File: config.mk
export PLATFORM = sky130hd
export DESIGN_NAME = segment_display_ctrl
export DESIGN_NICKNAME = d
export VERILOG_FILES = /design/src/rtl/segment_display_ctrl.sv
export SDC_FILE = /design/constraint.sdc
export NUM_CORES = 1
export LEC_CHECK = 0
export ABC_CLOCK_PERIOD_IN_PS = 2000
export CAP_MARGIN = 20
export CORE_MARGIN = 8
export CORE_UTILIZATION = 43
export CTS_BUF_LIST = sky130_fd_sc_hd__clkbuf_16
export DETAILED_ROUTE_END_ITERATION = 16
export HOLD_SLACK_MARGIN = 0.02
export MAX_ROUTING_LAYER = met4
export PLACE_DENSITY = 0.83
export SLEW_MARGIN = 15
export SYNTH_ARGS = -nofsm -noshare
export SYNTH_HDL_FRONTEND = slang
export SYNTH_SLANG_ARGS = --single-unit
File: constraint.sdc
create_clock -name clk_i -period 2 [get_ports clk_i]
set_clock_uncertainty 0.05 [all_clocks]
set_input_delay 0.3 -clock clk_i [delete_from_list [all_inputs] [get_ports clk_i]]
set_output_delay 0.3 -clock clk_i [all_outputs]
set_load 0.02 [all_outputs]
File: src/rtl/segment_display_ctrl.sv
// rtl/segment_display_ctrl.sv - 8-digit multiplexed common-anode seven-segment driver
// Optional build macro: SEGMENT_DISPLAY_ZERO_BLANK_EN (leading-zero blanking).
module segment_display_ctrl #(
  parameter int CLK_DIVISOR = 100000
) (
  input  logic        clk_i,
  input  logic        reset_i,
  input  logic [31:0] write_data_i,
  input  logic [3:0]  write_mask_i,
  output logic [31:0] read_data_o,
  output logic [7:0]  dsp_anode_o,
  output logic [7:0]  dsp_cathode_o
);

  localparam int CNT_W = (CLK_DIVISOR <= 1) ? 1 : $clog2(CLK_DIVISOR);
  localparam logic [CNT_W-1:0] CNT_LAST = CNT_W'(CLK_DIVISOR - 1);

  logic [31:0]      value_q;
  logic [CNT_W-1:0] cnt_q;
  logic [2:0]       digit_q;
  logic             tick;
  logic [3:0]       nibble;
  logic             blank;
  logic [7:0]       anode_d;
  logic [7:0]       cathode_d;

  // Active-high segment pattern (bits g..a) for a hex nibble.
  function automatic logic [6:0] glyph(input logic [3:0] n);
    case (n)
      4'h0: glyph = 7'h3F;
      4'h1: glyph = 7'h06;
      4'h2: glyph = 7'h5B;
      4'h3: glyph = 7'h4F;
      4'h4: glyph = 7'h66;
      4'h5: glyph = 7'h6D;
      4'h6: glyph = 7'h7D;
      4'h7: glyph = 7'h07;
      4'h8: glyph = 7'h7F;
      4'h9: glyph = 7'h6F;
      4'hA: glyph = 7'h77;
      4'hB: glyph = 7'h7C;
      4'hC: glyph = 7'h39;
      4'hD: glyph = 7'h5E;
      4'hE: glyph = 7'h79;
      default: glyph = 7'h71;
    endcase
  endfunction

  // Byte-masked value register; an all-zero mask is simply "no write".
  always_ff @(posedge clk_i) begin
    if (reset_i) begin
      value_q <= '0;
    end else begin
      for (int k = 0; k < 4; k++) begin
        if (write_mask_i[k]) begin
          value_q[8*k +: 8] <= write_data_i[8*k +: 8];
        end
      end
    end
  end

  assign read_data_o = value_q;
  assign tick        = (cnt_q == CNT_LAST);

  // Prescaler and digit index: the prescaler wrap advances the scan by one digit.
  always_ff @(posedge clk_i) begin
    if (reset_i) begin
      cnt_q   <= '0;
      digit_q <= '0;
    end else if (tick) begin
      cnt_q   <= '0;
      digit_q <= digit_q + 3'd1;
    end else begin
      cnt_q   <= cnt_q + 1'b1;
    end
  end

  // Next anode/cathode pattern from the current value and digit index.
  always_comb begin
    nibble  = value_q[{digit_q, 2'b00} +: 4];
`ifdef SEGMENT_DISPLAY_ZERO_BLANK_EN
    // Blank when this digit and every more-significant one is zero; digit 0 always shows.
    blank   = (digit_q != 3'd0) && ((value_q >> {digit_q, 2'b00}) == 32'd0);
`else
    blank   = 1'b0;
`endif
    anode_d = ~(8'b1 << digit_q);
    if (blank) begin
      cathode_d = 8'hFF;
    end else begin
      cathode_d = {1'b1, ~glyph(nibble)};
    end
  end

  // Registered display pins; dark during reset, one cycle behind the scan state.
  always_ff @(posedge clk_i) begin
    if (reset_i) begin
      dsp_anode_o   <= 8'hFF;
      dsp_cathode_o <= 8'hFF;
    end else begin
      dsp_anode_o   <= anode_d;
      dsp_cathode_o <= cathode_d;
    end
  end

endmodule

==> results of run 1 <==
through the flow:
step | hold WS, ns | setup WS [ns] | std cells | utilization [%] | total power [mW]
3_5_place_dp | 0.389 | -0.0483 | 474 | 58.7 | 1.92
4_1_cts | 0.397 | 0.00316 | 490 | 63.0 | 3.41
5_1_grt | 0.431 | -0.0909 | 490 | 63.1 | 3.50
6_report | 0.396 | 0.00976 | 490 | 63.1 | 3.38
3_3_place_gp | 0.373 | 0.0188 | 474 | 58.7 | 1.91
2_1_floorplan | 0.363 | -0.118 | 296 | - | 1.69
cell families (layout without fill, tap and decap cells):
logic type                 Yosys count  after routing
buffers and inverters               24            122
DFF                                 67             67
and+or+nand+nor                    105            105
muxes                               47             47
AOI/OAI and AO/OA                   23             23
xor gates and xnor gates            16             16
adders and majority gates           13             13
other                                1              1
sequential cells by signal (all words and copies together), names as in the netlist:
signal         flops
cnt_q             17
digit_q            3
dsp_anode_o        8
dsp_cathode_o      7
read_data_o       32
worst register-to-register path, delay by kind of cell (launching register included):
| family | cells | cell delay, ns |
|---|---|---|
| AOI/OAI and AO/OA | 2 | 0.27 |
| adders and majority gates | 1 | 0.21 |
| buffers and inverters | 2 | 0.16 |
| DFF | 1 | 0.39 |
| muxes | 2 | 0.73 |
| and+or+nand+nor | 1 | 0.05 |
cell usage after synthesis, drive strengths merged, types with 3 or more instances:
| cell | n |
|---|---|
| a21oi | 7 |
| and2 | 3 |
| buf | 5 |
| clkbuf | 8 |
| dfxtp | 67 |
| ha | 13 |
| inv | 10 |
| mux2i | 39 |
| mux4 | 6 |
| nand2 | 18 |
| nand3 | 8 |
| nand4 | 3 |
| nor2 | 61 |
| o21ai | 5 |
| o221ai | 3 |
| xnor2 | 11 |
| xor2 | 5 |
per-layer routing:
layer	GRT usage, %	vias to the layer above	routed length (µm)
met1	17.9	1109	3290
met3	5.10	15	457
met4	7.33	0	148
met5	-	-	0
li1	-	1202	-
met2	24.5	80	3340
final cells by class:
cell class | count | area, µm² | share of cell area (%)
sequential | 67 | 1350 | 31.4
clock inverter | 7 | 61.3 | 1.43
timing repair buffer | 95 | 936 | 21.8
multi-input combinational | 205 | 1550 | 36.0
clock buffer | 9 | 225 | 5.25
inverter | 11 | 55.1 | 1.28
tap | 96 | 120 | 2.80
where the power goes:
part | internal [mW] | total [mW] | leakage (nW) | switching (mW)
clock network | 0.949 | 1.49 | 0.152 | 0.545
registers | 1.39 | 1.44 | 0.551 | 0.0414
logic | 0.243 | 0.453 | 1.02 | 0.210
total | 2.59 | 3.38 | 1.72 | 0.796
worst max-delay path by stage:
stage	startpoint	end	slack [ns]	cells past startpoint
floorplan	digit_q[0]$_SDFFE_PP0N_	dsp_cathode_o[3]$_SDFF_PP1_	-0.12	8
global placement	digit_q[0]$_SDFFE_PP0N_	dsp_cathode_o[3]$_SDFF_PP1_	0.02	7
detailed placement	digit_q[0]$_SDFFE_PP0N_	dsp_cathode_o[5]$_SDFF_PP1_	-0.05	8
CTS	digit_q[0]$_SDFFE_PP0N_	dsp_cathode_o[5]$_SDFF_PP1_	0.003	8
global route	digit_q[0]$_SDFFE_PP0N_	dsp_cathode_o[3]$_SDFF_PP1_	-0.09	7
finish	digit_q[0]$_SDFFE_PP0N_	dsp_cathode_o[5]$_SDFF_PP1_	0.01	8
what timing repair did:
action                                  4_1_cts  5_1_grt
buffers inserted                              0        0
endpoints found under the hold margin         0        0
pin swaps                                     1        0
gates cloned                                  0        0
endpoints found under the setup margin        2        6
resized for setup                             2        2
==> out/qor.yml, run 1 <==
synthesis:
  ys_ff_latch: 67
  synthTopCellsByArea: "dfxtp_1, mux2i_1, nor2_1"
  syn-cell-area_um2: 3010
  synth_edf_count: 0
  yosys.area.top_type: "dfxtp_1"
  synthArstFlopShare_pct: 0
  syn_nets: 347
  yosys.area_share.simple_pct: 15.5
  ys_warn_count: 0
  syn_avg_cell_area_um2: 10.2
  synth_xor_area_share_pct: 4.66
  synth_fa_ha_area_share_pct: 5.41
  synth_cells: 296
  yosysSeqAreaShare_pct: 44.6
  synth-compound-area-share_pct: 5.79
  synthFlopType: "dfxtp_1"
  synthDominantCellAreaShare_pct: 44.6
  synth_top_family_by_area: "multiplexers"
  synth_cell_types: 42
  synthMuxAreaShare_pct: 19.6
critical_path:
  cpPeakStageDelay_ns: 0.54
  crit_path_frequent_cell: "inv_1"
  path_cells: "mux4_2 > mux2i_4 > inv_1 > ha_2 > inv_1 > nor2_1 > a21oi_1 > o221ai_1"
  crit_arrival_ns: 2.14
  timing.rr.end: "dsp_cathode_o[5]$_SDFF_PP1_"
  ff2ff_path_depth: 8
  worstSetupEndpointType: "flip-flop"
  required_ns: 2.15
  crit_path_start_kind: "flip-flop"
  worstPathMaxFanout: 5
  r2r_slack_ns: 0.01
  path_buf_inv: 2
  path_class: "reg -> reg"
  cp_top_family: "multiplexers"
  r2r_start: "digit_q[0]$_SDFFE_PP0N_"
  crit_slowest_cell: "mux4_2"
worst_hold_path:
  hold_end: "cnt_q[0]$_SDFF_PP0_"
  hold_path_depth: 1
  hold_path_class: "reg -> reg"
  hold_start: "cnt_q[0]$_SDFF_PP0_"
floorplan:
  fp.dieH_um: 99.6
  std_cell_rows: 30
  die-area_um2: 9920
  initial_utilization_pct: 44.2
  core_area_um2: 6790
  die_w_um: 99.6
  ios: 86
detailed_routing:
  vias_per_cell: 4.91
  ant_nets: 0
  wl_um: 7240
  initialDrtViolationCount: 81
  vias: 2406
  firstDrtPassIters: 4
  wl_per_cell_um: 14.8
  drc_errors: 0
run:
  drv_cap: 0
final_layout:
  layout.nets: 440
  nFillCells: 552
  areaGrowthSynthToFinish_pct: 42.7
  layout-drive-gt1-share_pct: 12.2
  mostFrequentLayoutCells: "clkdlybuf4s50_1, dfxtp_1, nor2_1, mux2i_1, nand2_1"
  n_antenna_cell: 0
  layout_commonest_cell: "clkdlybuf4s50_1"
  final_area_um2: 4290
placement:
  placed_cell_area_um2: 3990
  portBuffers: 84
  gp_congestion: 0.952
  dp_hpwl_um: 5560
clocking:
  clkTransAtPathRegs_ns: 0.05
  numCtsBuffers: 9
  htree_num_levels: 3
  cts_buffer_depth: 2
  hold_buffers: 0
  cts_sinks: 67
  root_buffer: "clkbuf_16"
  insertion_delay_ns: 0.33
  cts_tree: "done"
sta:
  grt_setup_unrepaired: "yes"
  tightest_slew_ns: 0.505
  fmax_mhz: 502
  slew_headroom_pct: 66.2
  hold_viol: 0
  min_period_over_period_pct: 99.5
  finalCriticalPeriod_ns: 1.99
  final.setup.tns_ns: 0
  setup_viol: 0
  slew_viol_final: 0
global_routing:
  grt_use_total_pct: 15.7
  grt_pass1_wl_um: 12000
  grt_max_degree: 29
  antenna_found_initial: 0
  grt_pass1_vias: 2461
  grt_overflow_total: 0
power:
  peakVddDrop_mv: 0.427
  p_per_area_nw_per_um2: 789
  leakage_nw: 1.72
run_status:
  status: "completed"
No activity file was read; power rests on OpenSTA's default activity.
==> inputs of run 2 (changes only) <==
--- a/config.mk
+++ b/config.mk
@@ -8,12 +8,12 @@
 export ABC_CLOCK_PERIOD_IN_PS = 2000
 export CAP_MARGIN = 20
 export CORE_MARGIN = 8
-export CORE_UTILIZATION = 43
+export CORE_UTILIZATION = 35
 export CTS_BUF_LIST = sky130_fd_sc_hd__clkbuf_16
 export DETAILED_ROUTE_END_ITERATION = 16
 export HOLD_SLACK_MARGIN = 0.02
 export MAX_ROUTING_LAYER = met4
-export PLACE_DENSITY = 0.83
+export PLACE_DENSITY = 0.71
 export SLEW_MARGIN = 15
 export SYNTH_ARGS = -nofsm -noshare
 export SYNTH_HDL_FRONTEND = slang
==> run 2 against run 1 <==
  * Clock-buffer cell count did not move
  * Clock power increased by 9%
  * Wire length grew 4.4%
  * Final area increased by 2.1%
  * Via count is 0.17% lower
  * Critical path depth shrank 1
  * Worst setup slack lost 0.079 ns
  * Largest power group unchanged
  * Highest routed layer unchanged
  * The run now ends with setup timing left
  * First-iteration DRC count down 27%
  * Maximum frequency is 3.8% lower
  * Sequential cell count unchanged
  * Register-to-register slack worse by 0.08 ns
==> out/qor.yml, run 2 (same netlist as run 1, synthesis figures left out) <==
critical_path:
  worstPathMaxFanout: 6
  r2r_start: "digit_q[0]$_SDFFE_PP0N_"
  path_cells: "mux4_2 > mux2i_4 > inv_2 > ha_1 > a21boi_2 > a2111oi_2 > a31oi_1"
  endpoint: "dsp_cathode_o[3]$_SDFF_PP1_"
  crit_arrival_ns: 2.22
  r2r_slack_ns: -0.07
  path_class: "reg -> reg"
  required_ns: 2.15
  ff2ff_path_depth: 7
  crit_slowest_cell: "mux4_2"
  cp-startpoint: "digit_q[0]$_SDFFE_PP0N_"
  timing.rr.end: "dsp_cathode_o[3]$_SDFF_PP1_"
  crit_path_start_kind: "flip-flop"
  cpPeakStageDelay_ns: 0.55
  worstSetupEndpointType: "flip-flop"
final_layout:
  largest_reg_flops: 32
  n_antenna_cell: 0
  layout_commonest_cell: "clkdlybuf4s50_1"
  final_area_um2: 4380
  final_cells: 506
  fin_util_pct: 51.4
  areaGrowthSynthToFinish_pct: 45.6
  layout-drive-gt1-share_pct: 13.8
  layout.nets: 444
  seqCellArea_um2: 1350
  nFillCells: 774
  multi_input_area_um2: 1550
  mostFrequentLayoutCells: "clkdlybuf4s50_1, dfxtp_1, nor2_1, mux2i_1, nand2_1"
detailed_routing:
  met2_wirelength_um: 3460
  drt-met1-wl_um: 3350
  drc_errors: 0
  wl_um: 7560
  vias: 2402
  met3_length_um: 657
  firstDrtPassIters: 4
  ant_nets: 0
  wl_per_cell_um: 14.9
  vias_per_cell: 4.75
  top_layer_used: "met4"
  initialDrtViolationCount: 59
floorplan:
  std_cell_rows: 34
  fp.dieH_um: 109
  die-area_um2: 11800
  ios: 86
  die_w_um: 109
  initial_utilization_pct: 35.3
  core_area_um2: 8510
placement:
  gp_congestion: 0.943
  portBuffers: 84
  preCtsSetupSlack_ns: -0.0931
  post-place-cells: 486
  dp_hpwl_um: 5700
  placed_cell_area_um2: 4010
power:
  leakage_nw: 1.75
  power_switching_mw: 0.805
  power.internal_mw: 2.71
  peakVddDrop_mv: 0.515
  switching_share_pct: 22.9
  p_seq_share_pct: 40.8
  p_per_area_nw_per_um2: 804
  pwr-share-comb_pct: 13.0
  clockPowerShare_pct: 46.2
clocking:
  htree_num_levels: 3
  cts_tree: "done"
  cts_buffer_depth: 2
  insertion_delay_ns: 0.33
  root_buffer: "clkbuf_16"
  clkTransAtPathRegs_ns: 0.05
  hold_buffers: 0
  numCtsBuffers: 9
  cts_sinks: 67
worst_hold_path:
  hold_path_class: "reg -> reg"
run_status:
  status: "complete, but fails checks"
  violations: "setup timing"
sta:
  fmax_mhz: 483
  finalCriticalPeriod_ns: 2.07
  setup_viol: 1
  layout_setup_ws_ns: -0.0691
  slew_headroom_pct: 65.2
  grt_setup_unrepaired: "yes"
  hold-worst-slack_ns: 0.403
  hold_viol: 0
  tightest_slew_ns: 0.521
  slew_viol_final: 0
  min_period_over_period_pct: 103
global_routing:
  grt_max_degree: 30
  grt_use_total_pct: 13.9
  antenna_found_initial: 0
  grt_pass1_wl_um: 12300
  grt_overflow_total: 0
  grt_pass1_vias: 2483
run:
  drv_cap: 0
-- run 2: final cells by class --
cell class / count / share of cell area, %
tap: 108 / 3.09
sequential: 67 / 30.8
clock buffer: 9 / 5.15
inverter: 11 / 1.26
timing repair buffer: 99 / 22.5
multi-input combinational: 205 / 35.3
clock inverter: 7 / 1.94
-- run 2: worst max-delay path, delay by kind of cell, from the launching register on --
kind | cells | cell delay (ns)
AO/OA/AOI/OAI | 3 | 0.51
buffers and inverters | 1 | 0.06
multiplexers | 2 | 0.72
flip-flops | 1 | 0.40
adder cells (fa/ha/maj) | 1 | 0.19
-- run 2: how the worst min path moves through the flow --
stage                          end                 from  cells after the start
2_1_floorplan  cnt_q[0]$_SDFF_PP0_  cnt_q[0]$_SDFF_PP0_                      1
3_3_place_gp   cnt_q[0]$_SDFF_PP0_  cnt_q[0]$_SDFF_PP0_                      1
3_5_place_dp   cnt_q[0]$_SDFF_PP0_  cnt_q[0]$_SDFF_PP0_                      1
4_1_cts        cnt_q[0]$_SDFF_PP0_  cnt_q[0]$_SDFF_PP0_                      1
5_1_grt        cnt_q[0]$_SDFF_PP0_  cnt_q[0]$_SDFF_PP0_                      1
6_report       cnt_q[0]$_SDFF_PP0_  cnt_q[0]$_SDFF_PP0_                      1
-- run 2: per-layer routing --
metal,up-vias,track usage (%)
li1,1203,-
met1,1097,16.4
met2,95,20.7
met3,7,5.85
met4,0,4.69
met5,-,-
-- run 2: stage by stage --
stage | setup TNS (ns) | total power, mW
final | -0.0691 | 3.52
after global routing | -0.391 | 3.67
after CTS | -0.00981 | 3.55
after detailed placement | -0.252 | 1.92
after global placement | 0 | 1.91
after floorplan | -0.248 | 1.69
-- run 2: power by group through the flow --
stage | clock, mW | sequential [mW] | combinational, mW
after floorplan | 0 | 1.52 | 0.170
after CTS | 1.66 | 1.44 | 0.457
final | 1.63 | 1.43 | 0.458
after global routing | 1.74 | 1.44 | 0.491
after detailed placement | 0 | 1.46 | 0.452
after global placement | 0 | 1.47 | 0.444
-- run 2: what timing repair did --
item	4_1_cts	5_1_grt
buffers inserted	1	2
pin swaps	1	2
resized for setup	3	5
gates cloned	0	1
endpoints found under the setup margin	4	7
